===== src/rtl/cpu_mem_pkg.sv =====
// Shared definitions for the CPU-to-RAM memory interface stage.
package cpu_mem_pkg;

  // Access controller states.
  typedef enum logic [1:0] {
    MEM_IDLE    = 2'd0,
    MEM_RD_WAIT = 2'd1,
    MEM_WR_WAIT = 2'd2
  } mem_state_t;

  // Pattern loaded into MDR when a read is abandoned, so stale data is obvious.
  localparam logic [31:0] MEM_POISON = 32'hDEADBEEF;

  localparam int ADDR_W_DEF = 9;
  localparam int DATA_W_DEF = 32;

endpackage


===== src/rtl/mem_timeout_ctr.sv =====
// Cycle counter guarding an outstanding RAM access; flags when TIMEOUT is reached.
module mem_timeout_ctr
  import cpu_mem_pkg::*;
#(
  parameter int TIMEOUT = 15
) (
  input  logic clock,
  input  logic reset,
  input  logic clr,
  input  logic en,
  output logic tc
);

  localparam logic [7:0] TC_VAL = 8'(TIMEOUT);

  logic [7:0] cnt_q;
  logic [7:0] cnt_d;

  // Next count: clear wins, otherwise step while enabled.
  always_comb begin
    cnt_d = cnt_q;
    if (clr) begin
      cnt_d = 8'd0;
    end else if (en) begin
      cnt_d = cnt_q + 8'd1;
    end else begin
      cnt_d = cnt_q;
    end
  end

  // Count register.
  always_ff @(posedge clock or negedge reset) begin
    if (!reset) begin
      cnt_q <= 8'd0;
    end else begin
      cnt_q <= cnt_d;
    end
  end

  assign tc = (cnt_q == TC_VAL);

endmodule


===== src/rtl/mem_interface.sv =====
// MAR/MDR holding stage that turns control-unit strobes into a RAM req/ack
// transaction, stalls the control unit via busy, and aborts hung accesses.
module mem_interface
  import cpu_mem_pkg::*;
#(
  parameter int ADDR_W  = ADDR_W_DEF,
  parameter int DATA_W  = DATA_W_DEF,
  parameter int TIMEOUT = 15
) (
  input  logic              clock,
  input  logic              reset,
  input  logic [DATA_W-1:0] bus_in,
  input  logic              MARin,
  input  logic              MDRin,
  input  logic              MD_read,
  input  logic              Write,
  output logic [DATA_W-1:0] mdr_q,
  output logic [ADDR_W-1:0] mar_q,
  output logic              busy,
  output logic              done,
  output logic              err,
  output logic              mem_req,
  output logic              mem_we,
  output logic [ADDR_W-1:0] mem_addr,
  output logic [DATA_W-1:0] mem_wdata,
  input  logic [DATA_W-1:0] mem_rdata,
  input  logic              mem_ack
);

  mem_state_t        state_q, state_d;
  logic [ADDR_W-1:0] mar_d;
  logic [DATA_W-1:0] mdr_d;
  logic              err_q, err_d;
  logic              done_q, done_d;
  logic              busy_q, busy_d;
  logic              mem_req_q, mem_req_d;
  logic              mem_we_q, mem_we_d;
  logic              tc_s;

  logic rd_start_s, illegal_s, busy_cmd_s;
  assign rd_start_s = MDRin & MD_read;
  assign illegal_s  = Write & rd_start_s;
  assign busy_cmd_s = MARin | MDRin | Write;

  // Counter is held at zero while idle so every access starts from a fresh count.
  mem_timeout_ctr #(.TIMEOUT(TIMEOUT)) u_timeout (
    .clock (clock),
    .reset (reset),
    .clr   (state_q == MEM_IDLE),
    .en    (~mem_ack & ~tc_s),
    .tc    (tc_s)
  );

  // State register.
  always_ff @(posedge clock or negedge reset) begin
    if (!reset) begin
      state_q <= MEM_IDLE;
    end else begin
      state_q <= state_d;
    end
  end

  // Next-state: start accesses from idle, finish on ack or timeout.
  always_comb begin
    state_d = state_q;
    case (state_q)
      MEM_IDLE: begin
        if (illegal_s) begin
          state_d = MEM_IDLE;
        end else if (rd_start_s) begin
          state_d = MEM_RD_WAIT;
        end else if (Write) begin
          state_d = MEM_WR_WAIT;
        end else begin
          state_d = MEM_IDLE;
        end
      end
      MEM_RD_WAIT, MEM_WR_WAIT: begin
        if (mem_ack || tc_s) begin
          state_d = MEM_IDLE;
        end else begin
          state_d = state_q;
        end
      end
      default: state_d = MEM_IDLE;
    endcase
  end

  // Datapath and flag updates; MAR loads before any access it launches.
  always_comb begin
    mar_d     = mar_q;
    mdr_d     = mdr_q;
    err_d     = err_q;
    done_d    = 1'b0;
    busy_d    = (state_d != MEM_IDLE);
    mem_req_d = (state_d != MEM_IDLE);
    mem_we_d  = (state_d == MEM_WR_WAIT);
    case (state_q)
      MEM_IDLE: begin
        if (MARin) begin
          mar_d = bus_in[ADDR_W-1:0];
        end else begin
          mar_d = mar_q;
        end
        if (MDRin && !MD_read) begin
          mdr_d = bus_in;
        end else begin
          mdr_d = mdr_q;
        end
        if (illegal_s) begin
          err_d = 1'b1;
        end else begin
          err_d = err_q;
        end
      end
      MEM_RD_WAIT, MEM_WR_WAIT: begin
        if (mem_ack) begin
          done_d = 1'b1;
          if (state_q == MEM_RD_WAIT) begin
            mdr_d = mem_rdata;
          end else begin
            mdr_d = mdr_q;
          end
          err_d = err_q | busy_cmd_s;
        end else if (tc_s) begin
          done_d = 1'b1;
          err_d  = 1'b1;
          if (state_q == MEM_RD_WAIT) begin
            mdr_d = DATA_W'(MEM_POISON);
          end else begin
            mdr_d = mdr_q;
          end
        end else begin
          err_d = err_q | busy_cmd_s;
        end
      end
      default: begin
        err_d = 1'b1;
      end
    endcase
  end

  // Registered datapath and outputs; reset drops mem_req immediately.
  always_ff @(posedge clock or negedge reset) begin
    if (!reset) begin
      mar_q     <= '0;
      mdr_q     <= '0;
      err_q     <= 1'b0;
      done_q    <= 1'b0;
      busy_q    <= 1'b0;
      mem_req_q <= 1'b0;
      mem_we_q  <= 1'b0;
    end else begin
      mar_q     <= mar_d;
      mdr_q     <= mdr_d;
      err_q     <= err_d;
      done_q    <= done_d;
      busy_q    <= busy_d;
      mem_req_q <= mem_req_d;
      mem_we_q  <= mem_we_d;
    end
  end

  assign busy      = busy_q;
  assign done      = done_q;
  assign err       = err_q;
  assign mem_req   = mem_req_q;
  assign mem_we    = mem_we_q;
  assign mem_addr  = mar_q;
  assign mem_wdata = mdr_q;

endmodule


===== config.mk =====
export PLATFORM = sky130hd
export DESIGN_NAME = mem_interface
export DESIGN_NICKNAME = d
export VERILOG_FILES = /design/src/rtl/cpu_mem_pkg.sv /design/src/rtl/mem_timeout_ctr.sv /design/src/rtl/mem_interface.sv
export SDC_FILE = /design/constraint.sdc
export NUM_CORES = 1
export LEC_CHECK = 0
export ABC_AREA = 0
export CORE_MARGIN = 4
export CORE_UTILIZATION = 29
export DETAILED_ROUTE_END_ITERATION = 7
export GPL_TIMING_DRIVEN = 0
export PLACE_DENSITY_LB_ADDON = 0.25
export SETUP_SLACK_MARGIN = 0.02
export SLEW_MARGIN = 30
export SYNTH_ARGS = -nofsm -noshare
export SYNTH_HDL_FRONTEND = slang
export SYNTH_SLANG_ARGS = --single-unit

===== constraint.sdc =====
create_clock -name clock -period 3.97 [get_ports clock]
set_clock_uncertainty 0.1 [all_clocks]
set_input_delay 0.794 -clock clock [delete_from_list [all_inputs] [get_ports clock]]
set_output_delay 0.794 -clock clock [all_outputs]
set_load 0.05 [all_outputs]

Word-level counts from Yosys, hierarchy flattened

Index checks and enable logic that the tools add are counted.

Bits in registers: 55
Input bits: 71

$add $sub $neg: 1
Eq/ne operators: 8
Multiplexer cells: 20
Bitwise operators: 8
Reduce and logical (&&, ||, !) cells: 10

Operators by type and width:

| cell                | number |
|---|---|
| $mux 32             | 5 |
| $pmux 32 s2         | 1 |
| $mux 8              | 2 |
| $add 8x1->8 const B | 1 |
| $eq 8x4->1 const B  | 1 |
| $mux 2              | 4 |
| $mux 1              | 6 |
| $ne 2x2->1 const B  | 3 |
| $reduce_bool 2->1   | 3 |
| $eq 2x2->1 const B  | 2 |
| $pmux 2 s2          | 1 |
| $reduce_and 4->1    | 1 |
| $and 1x1->1         | 3 |
| $ne 3x3->1 const B  | 1 |
| $or 1x1->1          | 3 |
| $eq 2x1->1 const B  | 1 |
| $logic_not 2->1     | 1 |
| $not 1->1           | 2 |
| $pmux 1 s2          | 1 |
| $reduce_and 2->1    | 1 |
| $reduce_or 2->1     | 1 |
| $logic_and 1x1->1   | 1 |
| $logic_not 1->1     | 1 |
| $logic_or 1x1->1    | 1 |

Longest topological paths before layout

Depth after elaboration: 6
Depth in mapped cells: 7

Hierarchy

Synthesis repeated with hierarchy kept, for this count alone.

Cell total of the unflattened synthesis: 284
Area, all modules: 2967.8 µm²

By module, submodules not included:

| module          | times used | cells each | area an instance (µm²) | seq. area each (µm²) |
|---|---|---|---|---|
| mem_interface   | 1          | 245        | 2573.7                 | 1176.1 |
| mem_timeout_ctr | 1          | 39         | 394.1                  | 200.2 |

Least setup slack after synthesis

Ideal clock, no wire load.

Kind: input -> register
Start point: input MD_read
End point: register mdr_q[10]
Library setup time: 0.076 ns
Arrival time: 1.754 ns
Required time: 3.794 ns
Slack: 2.039 ns
Stages on the path: 5
Cell sequence: nand2b_1 a211o_1 or2_4 buf_6 o21ai_1

Longest elaborated chain between the ends: 4

RTL lines:

| item                              | line                 | source |
|---|---|---|
| start, declared                   | mem_interface.sv:15  | `input logic MD_read,` |
| $logic_not 1->1                   | mem_interface.sv:105 | `if (MDRin && !MD_read) begin` |
| $logic_and 1x1->1                 | mem_interface.sv:105 |  |
| $ne 2x2->1 (no source line)       | -                    |  |
| $reduce_and 4->1 (no source line) | -                    |  |
| end signal, assigned              | mem_interface.sv:155 | `mdr_q <= mdr_d;` |
| end, declared                     | mem_interface.sv:17  | `output logic [DATA_W-1:0] mdr_q,` |

Every way passes these cells.
A chain may end at the register's enable or synchronous reset.

Worst setup path in the final report

Start point: register mdr_q[27]
End point: output mem_wdata[27]

RTL lines:

| item          | line                | source |
|---|---|---|
| end, declared | mem_interface.sv:25 | `output logic [DATA_W-1:0] mem_wdata,` |

No word-level cell between the ends.

==> summary.md <==
| Metric | Value |
|---|---|
| Result of the run | `finished clean` |
| Type of element launching the critical path | `register` |
| Syn avg cell area | `9.82 µm²` |
| Setup crit end | `mem_wdata[27]` |
| Cell Area, Synth | `0.00285 mm²` |
| Wire length of the first global-routing pass | `14.5 mm` |
| Post-Syn Instances | `290` |
| I/O pin cnt | `158` |
| Number of synthesized register bits | `55` |
| First-pass detailed-route iteration total | `4` |
| Max-cap viol count | `0` |
| Clock edge transition at the registers on the reported setup and hold paths | `0.10 ns` |
| Effective utilization at floorplan | `0.303` |
| Power density over the cells | `876 mW/mm²` |
| Slew margin rel. | `0.567` |
| Skew-Pair Late Insertion Delay | `0.31 ns` |
| Total negative slack for setup checks | `0 ns` |
| Number of antenna violations at the first check in global routing | `0` |
| Resized cells post-CTS | `0` |
| Placed Cells | `577` |
| Clock sink count | `55` |
| Async S/R FF share, synth | `1.00` |
| Post-CTS repair timing setup buffer count | `0` |
| Number of port buffers | `157` |
| Area of the die | `0.0115 mm²` |
| Number of buffers on the longest clock path | `2` |
| Worst Path Arrival | `1.63 ns` |
| GPL Wtd Cong | `0.778` |
| Post-synth top flop | `dfrtp_1` |
| CTS tree | `built` |
| Final nets | `530` |
| Count of unique library cells instantiated by Yosys | `36` |
| Top achievable clock speed | `396 MHz` |
| Syn-to-layout area delta | `64.4%` |
| Most common cell after layout, fill and taps aside | `clkdlybuf4s50_1` |
| Worst Path Max Fanout | `3` |
| Average detailed-routed wire length per instance | `15.7 µm` |
| Total number of H-tree levels | `2` |
| Via/cell ratio | `4.60` |
| GRT Residual Overflow | `0` |
| Placement row count | `35` |
| Chip Height | `107 µm` |
| Worst setup path class | `register to output pin` |
| Cell-by-cell trace of the critical path | `buf_4 -> clkdlybuf4s50_1` |
| RR Startpoint | `state_q[0]` |
| Sequential area share after synthesis | `0.483` |
| Number of nets with antenna violations after detailed routing | `0` |
| Commonest cells after routing, fill and taps aside | `clkdlybuf4s50_1 (156), dfrtp_1 (55), buf_4 (43)` |
| Die boundary width | `107 µm` |
| N_diodes | `0` |
| Worst Path Required | `3.08 ns` |
| Num CTS Buffers | `5` |
| Hold Vio Cnt, Final | `0` |
| Source of the critical timing path | `mdr_q[27]` |
| Vias in the first global route | `2,809` |
| Count of flip-flops with a built-in enable after synthesis | `0` |
| Core ar. | `0.00942 mm²` |
| Crit. End Element | `output pin` |
| Cell with the biggest individual delay on the critical path | `clkdlybuf4s50_1` |
| Syn nets | `365` |
| Kind of path behind the tightest hold check | `primary input to async pin` |
| Non-filler cells, final | `585` |
| Routed vias | `2,692` |
| Number of violations reported at the end of detailed-routing iteration 0 | `91` |
| Maximum number of pins on one net before global-route repair | `32` |
| Aggregate routed wire length | `9.19 mm` |
| Total track usage | `0.157` |
| Max-slew violations | `0` |
| Crit path largest cell delay | `0.79 ns` |
| Fraction of layout cells with a size suffix above 1 | `0.151` |
| RSZ-0062 raised after global routing | `no` |
| CTS root buffer | `clkbuf_8` |
| Static Leakage | `1.91 nW` |
| Register-to-register setup slack | `1.61 ns` |
| Highest ir drop seen on vdd | `0.000507 V` |
| Post-route fraction of the period consumed by the critical path | `0.636` |
| Hold Buf Count CTS | `0` |
| Reg-to-reg critical path endpoint | `mdr_q[0]` |
| Tightest Pin Transition | `0.649 ns` |
| Minimum clock period after layout | `2.52 ns` |
| Setup violation total in the final timing report | `0` |
| HPWL after DPL | `7.13 mm` |
| DRC viols | `0` |
| Worst reg-to-reg path cell count | `7` |
| Number of warnings printed during yosys synthesis | `0` |
-- power breakdown --
part / switching, mW / internal [mW] / leakage [nW]
clock: 0.186 / 0.124 / 0.0412
combinational: 1.82 / 1.06 / 1.19
sequential: 0.154 / 0.755 / 0.679
-- metrics by stage --
stage / setup WS [ns] / total power [mW] / area, µm² / hold slack, ns / util
after floorplan: 2.04 / 2.84 / 2850 / 0.398 / -
after global placement: 0.200 / 3.80 / 4580 / 0.401 / 0.487
after detailed placement: 1.17 / 3.83 / 4600 / 0.396 / 0.489
after CTS: 1.42 / 4.15 / 4680 / 0.281 / 0.498
after global routing: 1.38 / 4.30 / 4680 / 0.289 / 0.498
final: 1.45 / 4.10 / 4680 / 0.278 / 0.498
-- worst min path at each step --
stage / start / to / slack (ns) / depth (start not counted)
after floorplan: reset / done / 0.40 / 0
after global placement: err / err / 0.40 / 1
after detailed placement: err / err / 0.40 / 1
after CTS: reset / mdr_q[9] / 0.28 / 1
after global routing: reset / mdr_q[9] / 0.29 / 1
final: reset / mdr_q[9] / 0.28 / 1
-- registers in the layout, indices dropped and copies added (netlist names) --
register	flops
mem_req	1
mdr_q	32
mem_we	1
u_timeout.cnt_q	8
state_q	2
mar_q	9
err	1
done	1
-- worst max-delay path, delay by kind of cell (launching register included) --
kind	cells	cell delay, ns
buf+inv	2	0.91
flops	1	0.41
-- per-layer routing --
layer,GRT usage,part of all wire,vias up
li1,-,-,1315
met1,0.206,0.44,1260
met2,0.261,0.47,108
met3,0.0391,0.074,9
met4,0.0374,0.011,0
met5,0,0,-
-- cells in the mapped netlist, types with 3 or more instances --
library cell  number  area share
clkbuf_1           9       0.012
dfrtp_1           55        0.48
buf_4             42        0.11
nand3_1            3      0.0053
o22ai_1           24       0.053
xnor2_1            4       0.012
mux2_2             9       0.036
o21ai_0           36       0.063
ha_1               4       0.018
nor2b_1            9       0.020
buf_1              3      0.0040
nand2b_1           3      0.0066
buf_6              3       0.012
nand2_1            7      0.0092
o21ai_1           30       0.053
a21oi_1           14       0.025
nor2_1             9       0.012
inv_1              3      0.0040
-- layout make-up --
type | count | area (µm²)
inverter | 3 | 11.3
timing repair buffer | 158 | 1590
clock buffer | 6 | 72.6
tap | 129 | 161
sequential | 55 | 1380
multi-input combinational | 173 | 1060
clock inverter | 2 | 12.5
fill | 929 | 4730
buffer | 59 | 404
-- kinds of logic (layout without fill, tap and decap cells) --
| family | after synthesis | count (layout) | share of synthesized area |
|---|---|---|---|
| AND/OR/NAND/NOR | 45 | 45 | 0.0922 |
| adder cells (fa/ha/maj) | 4 | 4 | 0.0176 |
| buffers and inverters | 62 | 228 | 0.146 |
| flip-flops | 55 | 55 | 0.483 |
| AO/OA/AOI/OAI | 110 | 110 | 0.210 |
| XOR/XNOR | 4 | 4 | 0.0123 |
| multiplexers | 10 | 10 | 0.0391 |
No activity file was read; power rests on OpenSTA's default activity.
==> RTL edit 1: new RTL, config.mk and constraints unchanged <==
Set the package constant `DATA_W_DEF` to 48 (it was 32).
--- a/src/rtl/cpu_mem_pkg.sv
+++ b/src/rtl/cpu_mem_pkg.sv
@@ -13,5 +13,5 @@
 
   localparam int ADDR_W_DEF = 9;
-  localparam int DATA_W_DEF = 32;
+  localparam int DATA_W_DEF = 48;
 
 endpackage
Interface: changed (resized bus_in, mdr_q, mem_rdata and mem_wdata); port bits go from 158 to 222. No check against the original RTL was run, so the function may have changed too.
==> RTL edit 1 against the unedited design <==
Cell count is 37% higher; critical path type is now in2reg; global-route usage is 2.4 points higher; utilization is 1.2 points higher; sequential power is 35% higher; total power is 47% higher; worst setup slack worse by 150 ps; sequential cell count is 16 higher; sequential share of layout area is 2.0 points lower; area after synthesis is 33% higher; wire length is 50% higher; register-to-register slack worse by 310 ps; design area is 38% higher.
==> RTL edit 1: results (changes against the unedited design) <==
Setup path
  – Worst R2R Setup Slack: 1300 ps (-310 ps)
  – Critical Path Max Stage Delay: 500 ps (-290 ps)
  – Critical R2R Capture: mdr_q[30]
  – Worst-path maximum fanout: 10 (+7)
  – Worst path slowest cell: o21ai_0
  – RR Startpoint: state_q[0]
  – R2R depth: 7 (unchanged)
  – Arrival time at the worst endpoint: 2830 ps (+1200 ps)

Placement
  – Routability congestion estimate: 0.850 (+9.2%)
  – DP Wirelength: 10800 um (+52%)
  – PortBufs: 221 (+41%)
  – Placed cell areas: 6230 sq um (+35%)

Route
  – Via density: 4.70 (+2.0%)
  – Pre-antenna DRT Iters: 6 (+2)
  – Wirelength per Cell: 17.2 um (+9.7%)
  – Initial DRC count: 217 (+140%)

Global route
  – Largest net degree at the start of global routing: 40 (+25%)
  – First-pass GRT wire length: 21300 um (+47%)
  – Initial antenna violation count: 0 (unchanged)
  – GRT Total Usage: 0.181 (+0.0240)
  – Vias in the first global route: 3873 (+38%)

Clocking
  – Cts repair resizes: 0 (unchanged)
  – H-tree depth: 3 (+1)
  – Clk buf depth: 2 (unchanged)
  – CTS buffer count: 9 (+4)
  – Clk_lat worst skew: 320 ps
  – Clock transition at path regs: 60 ps (-40 ps)
  – Root Driver: clkbuf_16
  – Post-CTS setup repair buffer count: 0 (unchanged)

Run status
  – Status: finished clean

Logic synthesis
  – Distinct cells, synth: 38 (+5.6%)
  – Largest cells by area after synthesis: dfrtp_1 47%, buf_4 12%, o21ai_0 9.8%
  – Sequential fraction of the synthesis area: 0.469 (-0.0137)
  – Synth cell count leaders: 74 x o21ai_0, 71 x dfrtp_1, 58 x buf_4
  – Syn Nets: 502 (+38%)
  – Synth warn: 0 (unchanged)
  – Top FF cell, synth: dfrtp_1
  – Async SR Flop Fraction: 1.00 (unchanged)

Cells and area
  – # diodes: 0 (unchanged)
  – Share of cells above drive strength 1: 0.162 (+0.0106)
  – Nets: 735 (+39%)
  – Top flop regs: mdr_q: 48 flops, mar_q: 9 flops, u_timeout.cnt_q: 8 flops
  – # fillers: 1206 (+30%)

Timing
  – Sum Neg Setup Slack: 0 ps (unchanged)
  – Tightest Pin Transition: 627 ps (-21.9 ps)

Power
  – P_leak: 2.64 nW (+38%)
  – Pint: 2.91 mW (+50%)
  – VDD IR max: 0.476 mV (-6.0%)

Min path
  – Min-delay worst type: in2async
## RTL edit 1: cell count changes in the layout (fill, tap and decap cells not counted), moves of 3 or more
| cell | change |
|---|---|
| o21ai_0 | +38 |
| dfrtp_1 | +16 |
| nor2b_1 | +17 |
| nand2_1 | -3 |
| clkbuf_1 | +13 |
| clkbuf_8 | -4 |
| clkdlybuf4s50_1 | +64 |
| clkbuf_16 | +9 |
| buf_4 | +16 |
| a21oi_1 | +15 |
| o21ai_2 | +10 |
| buf_1 | -3 |
| o21ai_1 | -16 |
## RTL edit 1: cell type report
class	instances	area [sq um]	area share
repair buffers	222	2230	0.344
flip-flops and latches	71	1780	0.274
multi-input cells	235	1430	0.221
plain buffers	86	567	0.0874
clock buffers	11	243	0.0374
well taps	172	215	0.0332
inverters	3	11.3	0.00174
clock inverters	2	10.0	0.00154
## RTL edit 1: how the worst max path moves through the flow
stage	startpoint	to	slack [ps]	cells after the start
5_1_grt	state_q[1]	mdr_q[19]	1070	7
3_5_place_dp	MDRin	mdr_q[28]	950	7
6_report	MDRin	mdr_q[28]	1300	7
2_1_floorplan	MDRin	mdr_q[21]	1970	6
4_1_cts	MDRin	mdr_q[28]	1270	7
3_3_place_gp	reset	mdr_q[23]	-560	1
## RTL edit 1: cells by family (layout without fill, tap and decap cells)
| group | after synthesis | after routing | synth area share |
|---|---|---|---|
| AOI/OAI and AO/OA | 159 | 159 | 0.233 |
| xor gates and xnor gates | 5 | 5 | 0.0116 |
| adders and majority gates | 4 | 4 | 0.0132 |
| DFF | 71 | 71 | 0.469 |
| buffers and inverters | 89 | 324 | 0.153 |
| and+or+nand+nor | 57 | 57 | 0.0903 |
| muxes | 10 | 10 | 0.0294 |
## RTL edit 1: worst max-delay path, delay by kind of cell
kind,cells,cell delay [ps]
simple gates,1,150
buf+inv,3,1130
compound gates,3,750
## RTL edit 1: through the flow
stage	hold WS, ps	setup slack, ps	std cells
detailed placement	385	948	789
global placement	365	-564	788
floorplan	398	1970	395
global route	357	1070	802
finish	316	1300	802
CTS	336	1270	802
## RTL edit 1: metal layers
metal  part of all wire  wire length (um)  track usage  vias up
li1                   -                 -            -     1794
met1               0.40              5580        0.225     1800
met2               0.50              6900        0.310      153
met3              0.078              1080       0.0442       19
met4              0.018               248       0.0595        0
met5                  0                 0            0        -
## RTL edit 1: power by group through the flow
stage          combinational, mW  sequential, mW  clock (mW)
5_1_grt                     4.27            1.28       0.761
6_report                    4.08            1.23       0.718
2_1_floorplan               1.80            2.13           0
3_5_place_dp                4.11            1.25           0
3_3_place_gp                4.08            1.23           0
4_1_cts                     4.11            1.24       0.728
==> RTL edit 2: new RTL, same flow settings <==
Made on the original files. Register the output `err` once more; this adds one clock of latency there. The other outputs are not delayed to match.
--- a/src/rtl/mem_interface.sv
+++ b/src/rtl/mem_interface.sv
@@ -164,5 +164,7 @@
   assign busy      = busy_q;
   assign done      = done_q;
-  assign err       = err_q;
+  always_ff @(posedge clock) begin
+    err <= err_q;
+  end
   assign mem_req   = mem_req_q;
   assign mem_we    = mem_we_q;
Function: changed (a bounded check fails within 4 cycles, from zero or initial values and one cycle with reset low).
==> RTL edit 2 against the unedited design <==
Wire length rose by 1.4%; synthesized cell count increased by 0.34%; critical path depth stayed put; register-to-register slack better by 90 ps; area after synthesis up 0.70%; worst setup slack got worse by 5.1 ps; design area up 0.64%; count of clock-buffer cells in the layout shrank 1; largest cell class unchanged; global-route usage is 0.31 points higher; fmax decreased by 0.20%; via count rose by 4.0%; sequential cell count up 1; total power is 0.73% higher.
==> RTL edit 2: results (changes against the unedited design) <==
Power
  – Logic pwr share: 0.698 (-0.005)
  – P_leak: 1.92 nW (+0.60%)
  – Flop pwr share: 0.224 (+0.002)
  – Sw Pwr: 2.18 mW (+0.85%)
  – VDD IR max: 0.417 mV (-18%)

Cells and area
  – Clk cell area share: 0.0191 (+0.000946)
  – Fraction of area in multi-input gates: 0.224 (-0.00144)
  – # fillers: 930 (+0.11%)
  – Sequential cell area share: 0.296 (+0.00238)
  – Nets: 531 (+0.19%)
  – Buffering overhead: 0.423 (-0.00271)

Timing
  – Hold slack: 275 ps (-3.72 ps)
  – FMAX: 395 MHz (-0.20%)

Route
  – Final WL: 9310 um (+1.4%)
  – Detailed-route via count: 2800 (+4.0%)
  – Initial DRC count: 75 (-18%)

Logic synthesis
  – Distinct cells, synth: 37 (+2.8%)
  – Syn Nets: 366 (+0.27%)
  – Async SR Flop Fraction: 0.982 (-0.0179)
  – Synth Area in Compound Gates: 0.208 (-0.00146)
  – Avg Synthesized Cell Area: 9.86 sq um (+0.36%)
  – Fraction of synthesized area in multiplexers: 0.0388 (-0.000273)
  – Synth Area in XOR/XNOR: 0.0122 (-0.0000858)

Global route
  – First-pass GRT wire length: 14700 um (+1.9%)
  – GRT Total Usage: 0.161 (+0.00314)

Setup path
  – Critical R2R Capture: mdr_q[3]
  – Worst Setup EP: mem_wdata[25]

Run status
  – Status: finished clean

Placement
  – DP Wirelength: 7290 um (+2.1%)
  – Place WS: 1270 ps (+98.0 ps)
  – Placed cells: 582 (+0.87%)
  – Routability congestion estimate: 0.775 (-0.45%)
RTL edit 2: cell count changes after synthesis, sizes merged:
cell	delta
dfxtp	+1
RTL edit 2: worst min-delay path by stage:
stage	start	to	cells after the start
floorplan	err_q	err	0
CTS	reset	mdr_q[25]	1
finish	reset	mar_q[2]	1
global placement	err_q	err	0
detailed placement	err_q	err	0
global route	reset	mar_q[2]	1
RTL edit 2: per-stage QoR:
| step | utilization | area [sq um] |
|---|---|---|
| after CTS | 0.487 | 4710 |
| after global placement | 0.476 | 4610 |
| after floorplan | - | 2870 |
| final | 0.487 | 4710 |
| after detailed placement | 0.478 | 4620 |
| after global routing | 0.487 | 4710 |
RTL edit 2: routing by layer:
metal	vias up	wire (um)	GRT usage
met4	0	160	0.0433
li1	1319	-	-
met2	103	4730	0.277
met1	1368	3840	0.202
met5	-	0	0
met3	10	586	0.0372
RTL edit 2: worst max-delay path, stage by stage, from the launching register on:
cell	delay, ps
dfrtp_1	420
buf_4	130
clkdlybuf4s50_1	780
